## src/rtl/muldiv_unit.sv

```systemverilog
// -----------------------------------------------------------------------------
// muldiv_unit
//
// Iterative multiply/divide unit holding the architectural HI/LO registers.
// MULT/MULTU run a shift-add multiplier and DIV/DIVU run a restoring divider,
// each producing one result bit per cycle. Both work on magnitudes, and a final
// FIX cycle applies the sign correction. MTHI/MTLO write HI/LO directly from
// IDLE.
//
// Optional build macro: MULDIV_FAST_MUL_EN
//   defined   : MULT/MULTU use a single-cycle '*' product (IDLE -> DONE)
//   undefined : iterative multiplier, no multiply operator is synthesised
//
// Ports:
//   clk      in   rising-edge clock
//   rest     in   synchronous active-low reset
//   start    in   request strobe, sampled only while idle
//   op       in   0 MULT, 1 MULTU, 2 DIV, 3 DIVU, 4 MTHI, 5 MTLO, 6/7 ignored
//   a, b     in   operands (rs, rt)
//   flush    in   abort a running operation
//   busy     out  iterative operation in progress
//   done     out  one-cycle pulse when HI/LO take a mul/div result
//   div_zero out  pulse with done when the divisor was zero
//   hi, lo   out  HI/LO registers
// -----------------------------------------------------------------------------
module muldiv_unit #(
    parameter  int WIDTH = 32,
    localparam int CNT_W = $clog2(WIDTH) + 1
) (
    input  logic             clk,
    input  logic             rest,
    input  logic             start,
    input  logic [2:0]       op,
    input  logic [WIDTH-1:0] a,
    input  logic [WIDTH-1:0] b,
    input  logic             flush,
    output logic             busy,
    output logic             done,
    output logic             div_zero,
    output logic [WIDTH-1:0] hi,
    output logic [WIDTH-1:0] lo
);

    localparam logic [2:0] OP_MULT  = 3'd0;
    localparam logic [2:0] OP_MULTU = 3'd1;
    localparam logic [2:0] OP_DIV   = 3'd2;
    localparam logic [2:0] OP_DIVU  = 3'd3;
    localparam logic [2:0] OP_MTHI  = 3'd4;
    localparam logic [2:0] OP_MTLO  = 3'd5;

    localparam logic [CNT_W-1:0]   LAST_CNT = CNT_W'(WIDTH - 1);
    localparam logic [CNT_W-1:0]   CNT_ONE  = {{(CNT_W-1){1'b0}}, 1'b1};
    localparam logic [WIDTH-1:0]   ONE_W    = {{(WIDTH-1){1'b0}}, 1'b1};
    localparam logic [2*WIDTH-1:0] ONE_2W   = {{(2*WIDTH-1){1'b0}}, 1'b1};

    typedef enum logic [2:0] {
        S_IDLE = 3'd0,
        S_MUL  = 3'd1,
        S_DIV  = 3'd2,
        S_FIX  = 3'd3,
        S_DONE = 3'd4
    } state_t;

    // Two's-complement negation helpers.
    function automatic logic [WIDTH-1:0] neg_w(input logic [WIDTH-1:0] x);
        return ~x + ONE_W;
    endfunction

    function automatic logic [2*WIDTH-1:0] neg_2w(input logic [2*WIDTH-1:0] x);
        return ~x + ONE_2W;
    endfunction

    state_t             r_state;
    logic [CNT_W-1:0]   r_cnt;
    logic [WIDTH-1:0]   r_p_hi;      // mul: running upper product; div: remainder
    logic [WIDTH-1:0]   r_p_lo;      // mul: multiplier/lower product; div: dividend/quotient
    logic [WIDTH-1:0]   r_b;         // multiplicand or divisor magnitude
    logic               r_neg_q;     // negate product / quotient
    logic               r_neg_r;     // negate remainder (dividend was negative)
    logic               r_dz;        // divide by zero recorded at start
    logic               r_is_div;
    logic               r_busy;
    logic               r_done;
    logic               r_div_zero;
    logic [WIDTH-1:0]   r_hi;
    logic [WIDTH-1:0]   r_lo;

    logic               w_signed_op;
    logic               w_b_zero;
    logic               w_sign_diff;
    logic [WIDTH-1:0]   w_abs_a;
    logic [WIDTH-1:0]   w_abs_b;
    logic [WIDTH:0]     w_mul_sum;
    logic [WIDTH:0]     w_div_shift;
    logic [WIDTH:0]     w_div_diff;
    logic [2*WIDTH-1:0] w_prod_fix;
    logic [WIDTH-1:0]   w_quo_fix;
    logic [WIDTH-1:0]   w_rem_fix;
`ifdef MULDIV_FAST_MUL_EN
    logic [2*WIDTH-1:0] w_fast_a;
    logic [2*WIDTH-1:0] w_fast_b;
    logic [2*WIDTH-1:0] w_fast_prod;
`endif

    // Operand conditioning: magnitudes for signed ops, raw values otherwise.
    always_comb begin
        w_signed_op = (op == OP_MULT) || (op == OP_DIV);
        w_b_zero    = (b == {WIDTH{1'b0}});
        w_sign_diff = w_signed_op && (a[WIDTH-1] ^ b[WIDTH-1]);
        if (w_signed_op && a[WIDTH-1]) begin
            w_abs_a = neg_w(a);
        end else begin
            w_abs_a = a;
        end
        if (w_signed_op && b[WIDTH-1]) begin
            w_abs_b = neg_w(b);
        end else begin
            w_abs_b = b;
        end
    end

    // One shift-add multiply step and one restoring divide step.
    always_comb begin
        if (r_p_lo[0]) begin
            w_mul_sum = {1'b0, r_p_hi} + {1'b0, r_b};
        end else begin
            w_mul_sum = {1'b0, r_p_hi};
        end
        // Remainder stays below the divisor, so bit WIDTH of the difference
        // is set exactly when the trial subtraction borrows.
        w_div_shift = {r_p_hi, r_p_lo[WIDTH-1]};
        w_div_diff  = w_div_shift - {1'b0, r_b};
    end

    // Sign correction applied in the FIX cycle.
    always_comb begin
        if (r_neg_q) begin
            w_prod_fix = neg_2w({r_p_hi, r_p_lo});
            w_quo_fix  = neg_w(r_p_lo);
        end else begin
            w_prod_fix = {r_p_hi, r_p_lo};
            w_quo_fix  = r_p_lo;
        end
        if (r_neg_r) begin
            w_rem_fix = neg_w(r_p_hi);
        end else begin
            w_rem_fix = r_p_hi;
        end
    end

`ifdef MULDIV_FAST_MUL_EN
    // Single-cycle product: sign- or zero-extend to 2*WIDTH, keep the low half.
    always_comb begin
        if (op == OP_MULT) begin
            w_fast_a = {{WIDTH{a[WIDTH-1]}}, a};
            w_fast_b = {{WIDTH{b[WIDTH-1]}}, b};
        end else begin
            w_fast_a = {{WIDTH{1'b0}}, a};
            w_fast_b = {{WIDTH{1'b0}}, b};
        end
        w_fast_prod = w_fast_a * w_fast_b;
    end
`endif

    // Control FSM and datapath registers.
    always_ff @(posedge clk) begin
        if (!rest) begin
            r_state    <= S_IDLE;
            r_cnt      <= {CNT_W{1'b0}};
            r_p_hi     <= {WIDTH{1'b0}};
            r_p_lo     <= {WIDTH{1'b0}};
            r_b        <= {WIDTH{1'b0}};
            r_neg_q    <= 1'b0;
            r_neg_r    <= 1'b0;
            r_dz       <= 1'b0;
            r_is_div   <= 1'b0;
            r_busy     <= 1'b0;
            r_done     <= 1'b0;
            r_div_zero <= 1'b0;
            r_hi       <= {WIDTH{1'b0}};
            r_lo       <= {WIDTH{1'b0}};
        end else begin
            r_done     <= 1'b0;
            r_div_zero <= 1'b0;
            case (r_state)
                S_IDLE: begin
                    if (start) begin
                        case (op)
                            OP_MTHI: r_hi <= a;
                            OP_MTLO: r_lo <= a;
                            OP_MULT, OP_MULTU: begin
`ifdef MULDIV_FAST_MUL_EN
                                r_hi    <= w_fast_prod[2*WIDTH-1:WIDTH];
                                r_lo    <= w_fast_prod[WIDTH-1:0];
                                r_busy  <= 1'b1;
                                r_done  <= 1'b1;
                                r_state <= S_DONE;
`else
                                r_p_hi   <= {WIDTH{1'b0}};
                                r_p_lo   <= w_abs_a;
                                r_b      <= w_abs_b;
                                r_neg_q  <= w_sign_diff;
                                r_neg_r  <= 1'b0;
                                r_dz     <= 1'b0;
                                r_is_div <= 1'b0;
                                r_cnt    <= {CNT_W{1'b0}};
                                r_busy   <= 1'b1;
                                r_state  <= S_MUL;
`endif
                            end
                            OP_DIV, OP_DIVU: begin
                                r_p_hi   <= {WIDTH{1'b0}};
                                // With a zero divisor the raw dividend is kept for HI.
                                r_p_lo   <= w_b_zero ? a : w_abs_a;
                                r_b      <= w_abs_b;
                                r_neg_q  <= w_sign_diff;
                                r_neg_r  <= w_signed_op && a[WIDTH-1];
                                r_dz     <= w_b_zero;
                                r_is_div <= 1'b1;
                                r_cnt    <= {CNT_W{1'b0}};
                                r_busy   <= 1'b1;
                                r_state  <= S_DIV;
                            end
                            default: ;
                        endcase
                    end else begin
                        r_state <= S_IDLE;
                    end
                end
                S_MUL: begin
                    if (flush) begin
                        r_busy  <= 1'b0;
                        r_state <= S_IDLE;
                    end else begin
                        r_p_hi <= w_mul_sum[WIDTH:1];
                        r_p_lo <= {w_mul_sum[0], r_p_lo[WIDTH-1:1]};
                        r_cnt  <= r_cnt + CNT_ONE;
                        if (r_cnt == LAST_CNT) begin
                            r_state <= S_FIX;
                        end else begin
                            r_state <= S_MUL;
                        end
                    end
                end
                S_DIV: begin
                    if (flush) begin
                        r_busy  <= 1'b0;
                        r_state <= S_IDLE;
                    end else if (r_dz) begin
                        r_state <= S_FIX;
                    end else begin
                        if (w_div_diff[WIDTH]) begin
                            r_p_hi <= w_div_shift[WIDTH-1:0];
                            r_p_lo <= {r_p_lo[WIDTH-2:0], 1'b0};
                        end else begin
                            r_p_hi <= w_div_diff[WIDTH-1:0];
                            r_p_lo <= {r_p_lo[WIDTH-2:0], 1'b1};
                        end
                        r_cnt <= r_cnt + CNT_ONE;
                        if (r_cnt == LAST_CNT) begin
                            r_state <= S_FIX;
                        end else begin
                            r_state <= S_DIV;
                        end
                    end
                end
                S_FIX: begin
                    if (flush) begin
                        r_busy  <= 1'b0;
                        r_state <= S_IDLE;
                    end else begin
                        if (!r_is_div) begin
                            r_hi <= w_prod_fix[2*WIDTH-1:WIDTH];
                            r_lo <= w_prod_fix[WIDTH-1:0];
                        end else if (r_dz) begin
                            r_hi <= r_p_lo;
                            r_lo <= {WIDTH{1'b1}};
                        end else begin
                            r_hi <= w_rem_fix;
                            r_lo <= w_quo_fix;
                        end
                        r_done     <= 1'b1;
                        r_div_zero <= r_is_div && r_dz;
                        r_busy     <= 1'b0;
                        r_state    <= S_DONE;
                    end
                end
                S_DONE: begin
                    r_busy  <= 1'b0;
                    r_state <= S_IDLE;
                end
                default: begin
                    r_busy  <= 1'b0;
                    r_state <= S_IDLE;
                end
            endcase
        end
    end

    assign busy     = r_busy;
    assign done     = r_done;
    assign div_zero = r_div_zero;
    assign hi       = r_hi;
    assign lo       = r_lo;

endmodule
```

## config.mk

```make
export PLATFORM = sky130hd
export DESIGN_NAME = muldiv_unit
export DESIGN_NICKNAME = d
export VERILOG_FILES = /design/src/rtl/muldiv_unit.sv
export SDC_FILE = /design/constraint.sdc
export NUM_CORES = 1
export LEC_CHECK = 0
export CAP_MARGIN = 5
export CORE_MARGIN = 3
export CORE_UTILIZATION = 30
export CTS_CLUSTER_DIAMETER = 50
export DETAILED_ROUTE_END_ITERATION = 8
export DONT_BUFFER_PORTS = 1
export PLACE_DENSITY_LB_ADDON = 0.2
export SETUP_SLACK_MARGIN = 0.5
export SYNTH_ARGS = -nofsm -noshare
export SYNTH_HDL_FRONTEND = slang
export SYNTH_SLANG_ARGS = --single-unit
```

## constraint.sdc

```tcl
create_clock -name clk -period 3.19 [get_ports clk]
set_input_delay 0.957 -clock clk [delete_from_list [all_inputs] [get_ports clk]]
set_output_delay 0.957 -clock clk [all_outputs]
set_load 0.05 [all_outputs]
```

==> run summary <==
=================================================================================
Delay of the slowest critical-path stage                                  0.53 ns
Post-layout min period                                                    3.10 ns
Worst-Margin Slew                                                         1.07 ns
Share of the yosys chip area belonging to registers                         0.226
Final Hold Viols                                                                0
Width of the die                                                           234 um
Sum of negative setup slack                                                  0 ns
Max Clock Skew                                                          0.0204 ns
Number of buffers created by CTS                                               17
Pins Over Slew Limit                                                            0
Summed area of non-filler cells in the final layout                    21400 um^2
Final core utilization                                                      0.423
Number of failing setup endpoints in the final timing report                    0
ANT nets after route                                                            0
Library cell occupying the most area in the post-synthesis netlist   sky130_fd_sc_hd__dfxtp_1
Most instantiated flip-flop cell in the synthesis netlist            sky130_fd_sc_hd__dfxtp_1
P_leak                                                                 0.00796 uW
Vias after detailed routing                                                 18300
Area of the placeable core                                             50700 um^2
Post-synth EDFFs                                                                0
Count of max-cap constraint violations                                          0
Final weighted congestion in routability-driven placement                   0.914
Count of state elements after synthesis                                       176
Cell count after synthesis                                                   2169
Max stage delay cell, worst path                                     sky130_fd_sc_hd__or4_4
Largest cells by area after synthesis                                sky130_fd_sc_hd__dfxtp_1, sky130_fd_sc_hd__a21oi_1, sky130_fd_sc_hd__xnor2_1
Sequential cell area                                                    3590 um^2
Post-synthesis instance area                                           15600 um^2
Maximum number of pins on one net before global-route repair                   81
CTS clock-pin slew for the worst setup and hold paths                     0.08 ns
Async set-or-reset flop fraction in the synthesized netlist                     0
Post-route clock period utilization                                         0.972
Count of standard-cell rows                                                    82
Setup repair after global routing missed its margin                          true
Count of unique library cells instantiated by Yosys                            89
DR pass1 iterations                                                             6
Global-route met2 utilization                                               0.423
Average vias per placed instance                                             5.95
Die area                                                               54700 um^2
Kind of path behind the tightest hold check                            reg -> reg
Total Routing Usage GR                                                      0.259
Worst-case headroom to the max-slew limit                                   0.286
Crit Path Class                                                        reg -> reg
Hpwl dp                                                                  53300 um
Most common cell on crit path                                        sky130_fd_sc_hd__or3_4
Multi-input gate area in the final layout                              12900 um^2
M3 GR Usage                                                                0.0620
Wire length of the first global-routing pass                            108000 um
CP endpoint kind                                                        flip-flop
Synth warnings                                                                  0
Synth-to-layout area growth                                                 37.5%
Met1 usage                                                                  0.325
Result of the run                                                    complete, no violations
Data required time of the worst path                                      3.61 ns
IR Drop Worst-Case VDD                                                 0.000495 V
Count of buffers from port buffering                                            0
Iteration-0 DRC Markers                                                      1496
Antenna violations before repair                                                1
Number of filler cells placed in the layout                                  5129
Master cell of the clock root buffer                                 sky130_fd_sc_hd__clkbuf_16
Maximum buffer depth of the clock tree                                          2
Clock latency on the worst-skew pair                                      0.51 ns
Total of hold buffers inserted after clock tree synthesis                       0
I/O Pins                                                                      138
Fraction of final layout cells sized beyond drive strength 1                0.304
Global-route layer with the greatest usage                                   met2
Starting Density                                                            0.307
Cells traversed along the worst timing path                          buf_8 > inv_8 > ha_4 > or3b_4 > or4_4 > or3_4 > or3_4 > and2_4 > a2111oi_4 > a21oi_2 > o22ai_2
Crit Path Max Fanout                                                            5
Average cell area after synthesis                                       7.18 um^2
Drt total wl                                                             72600 um
Signal arrival time at the worst endpoint                                 3.52 ns
Kind of start point of the critical path                                flip-flop
Post-place instance area                                               18400 um^2
Maximum achievable frequency                                              323 MHz
Clock tree from TritonCTS                                                   built
Nets                                                                         2528
Maximum level of the CTS H-tree                                                 4
Most common library cell in the layout ignoring fill and taps        sky130_fd_sc_hd__buf_4
Routed WL per cell                                                        23.6 um
Portion of synthesized cell area occupied by the leading cell type          0.226
Clock sink count                                                              176
Number of global-route vias before repair                                   17500
Power per cell area                                                   467 nW/um^2
Overflow after GRT                                                              0
Synthesized netlist net count                                                2311
Commonest non-fill, non-tap cells in the layout                      sky130_fd_sc_hd__buf_4, sky130_fd_sc_hd__nand2_1, sky130_fd_sc_hd__a21oi_1
Remaining routing DRC violations                                                0
Die Y-Extent                                                               234 um
Post-route total power                                                   10000 uW
=================================================================================
## layer usage
metal	up-vias	wire (um)
met3	148	6170
met1	8875	29800
li1	8483	-
met2	775	33800
met5	-	14
met4	2	2840
## stage by stage
step                      setup slack [ns]  std cells  hold slack (ns)
after floorplan                      0.165       2169            0.444
after global placement              -0.279       2940            0.455
after detailed placement            -0.272       2940            0.461
after CTS                           0.0958       3041            0.472
after global routing               0.00261       3071            0.491
final                               0.0908       3072            0.466
## synth_stat cells, types with 43 or more instances
master / n
sky130_fd_sc_hd__nand3_1: 62
sky130_fd_sc_hd__xor2_1: 50
sky130_fd_sc_hd__ha_1: 69
sky130_fd_sc_hd__xnor2_1: 124
sky130_fd_sc_hd__o21ai_0: 207
sky130_fd_sc_hd__nor2_1: 157
sky130_fd_sc_hd__a211oi_1: 43
sky130_fd_sc_hd__inv_1: 71
sky130_fd_sc_hd__nor3_1: 47
sky130_fd_sc_hd__clkbuf_1: 160
sky130_fd_sc_hd__dfxtp_1: 176
sky130_fd_sc_hd__nand2_1: 214
sky130_fd_sc_hd__a21oi_1: 220
## final timing paths
kind                            cells after the start  startpoint  slack, ns  endpoint
worst max-delay path                               11   r_p_hi[0]       0.09    hi[30]
worst min-delay path                                2    r_cnt[1]       0.47  r_cnt[1]
worst max register to register                     11   r_p_hi[0]       0.09    hi[30]
worst min register to register                      2    r_cnt[1]       0.47  r_cnt[1]
## final cells by class
type	count	share of cell area
clock inverter	14	0.00771
sequential	176	0.168
antenna	1	0.000117
inverter	73	0.0134
timing repair buffer	375	0.151
multi-input combinational	1743	0.600
tap	672	0.0393
clock buffer	18	0.0205
## power breakdown
group / switching (uW) / leakage, uW / internal [uW]
sequential: 274 / 0.00145 / 2360
combinational: 2750 / 0.00621 / 2330
clock: 1160 / 0.000292 / 1140
## flip-flops by register name (all words and copies together) (netlist names)
signal,flops
r_b,32
r_cnt,6
r_p_lo,32
done,1
hi,32
r_p_hi,32
r_dz,1
r_is_div,1
r_neg_q,1
busy,1
div_zero,1
r_state,3
lo,32
r_neg_r,1
## timing repair
| action | CTS | global route |
|---|---|---|
| setup buffers | 67 | 30 |
| pin swaps | 101 | 113 |
| gates resized for setup | 219 | 160 |
| setup endpoints to repair | 67 | 96 |
| gates cloned | 2 | 0 |
## cell families (layout without fill, tap and decap cells)
logic type | after synthesis | after routing | share of synthesized area
XOR/XNOR | 174 | 174 | 0.0978
AND/OR/NAND/NOR | 668 | 668 | 0.207
adder cells (fa/ha/maj) | 71 | 71 | 0.0580
buffers and inverters | 251 | 480 | 0.0616
flip-flops | 176 | 176 | 0.226
AO/OA/AOI/OAI | 799 | 800 | 0.330
other | 0 | 1 | 0
multiplexers | 30 | 30 | 0.0197
## worst max-delay path, delay by kind of cell, from the launching register on
| kind | cells | cell delay [ns] |
|---|---|---|
| buffers and inverters | 2 | 0.18 |
| AND/OR/NAND/NOR | 5 | 1.83 |
| AO/OA/AOI/OAI | 3 | 0.52 |
| adder cells (fa/ha/maj) | 1 | 0.12 |
| flip-flops | 1 | 0.35 |
(Power assumes the default switching activity.)
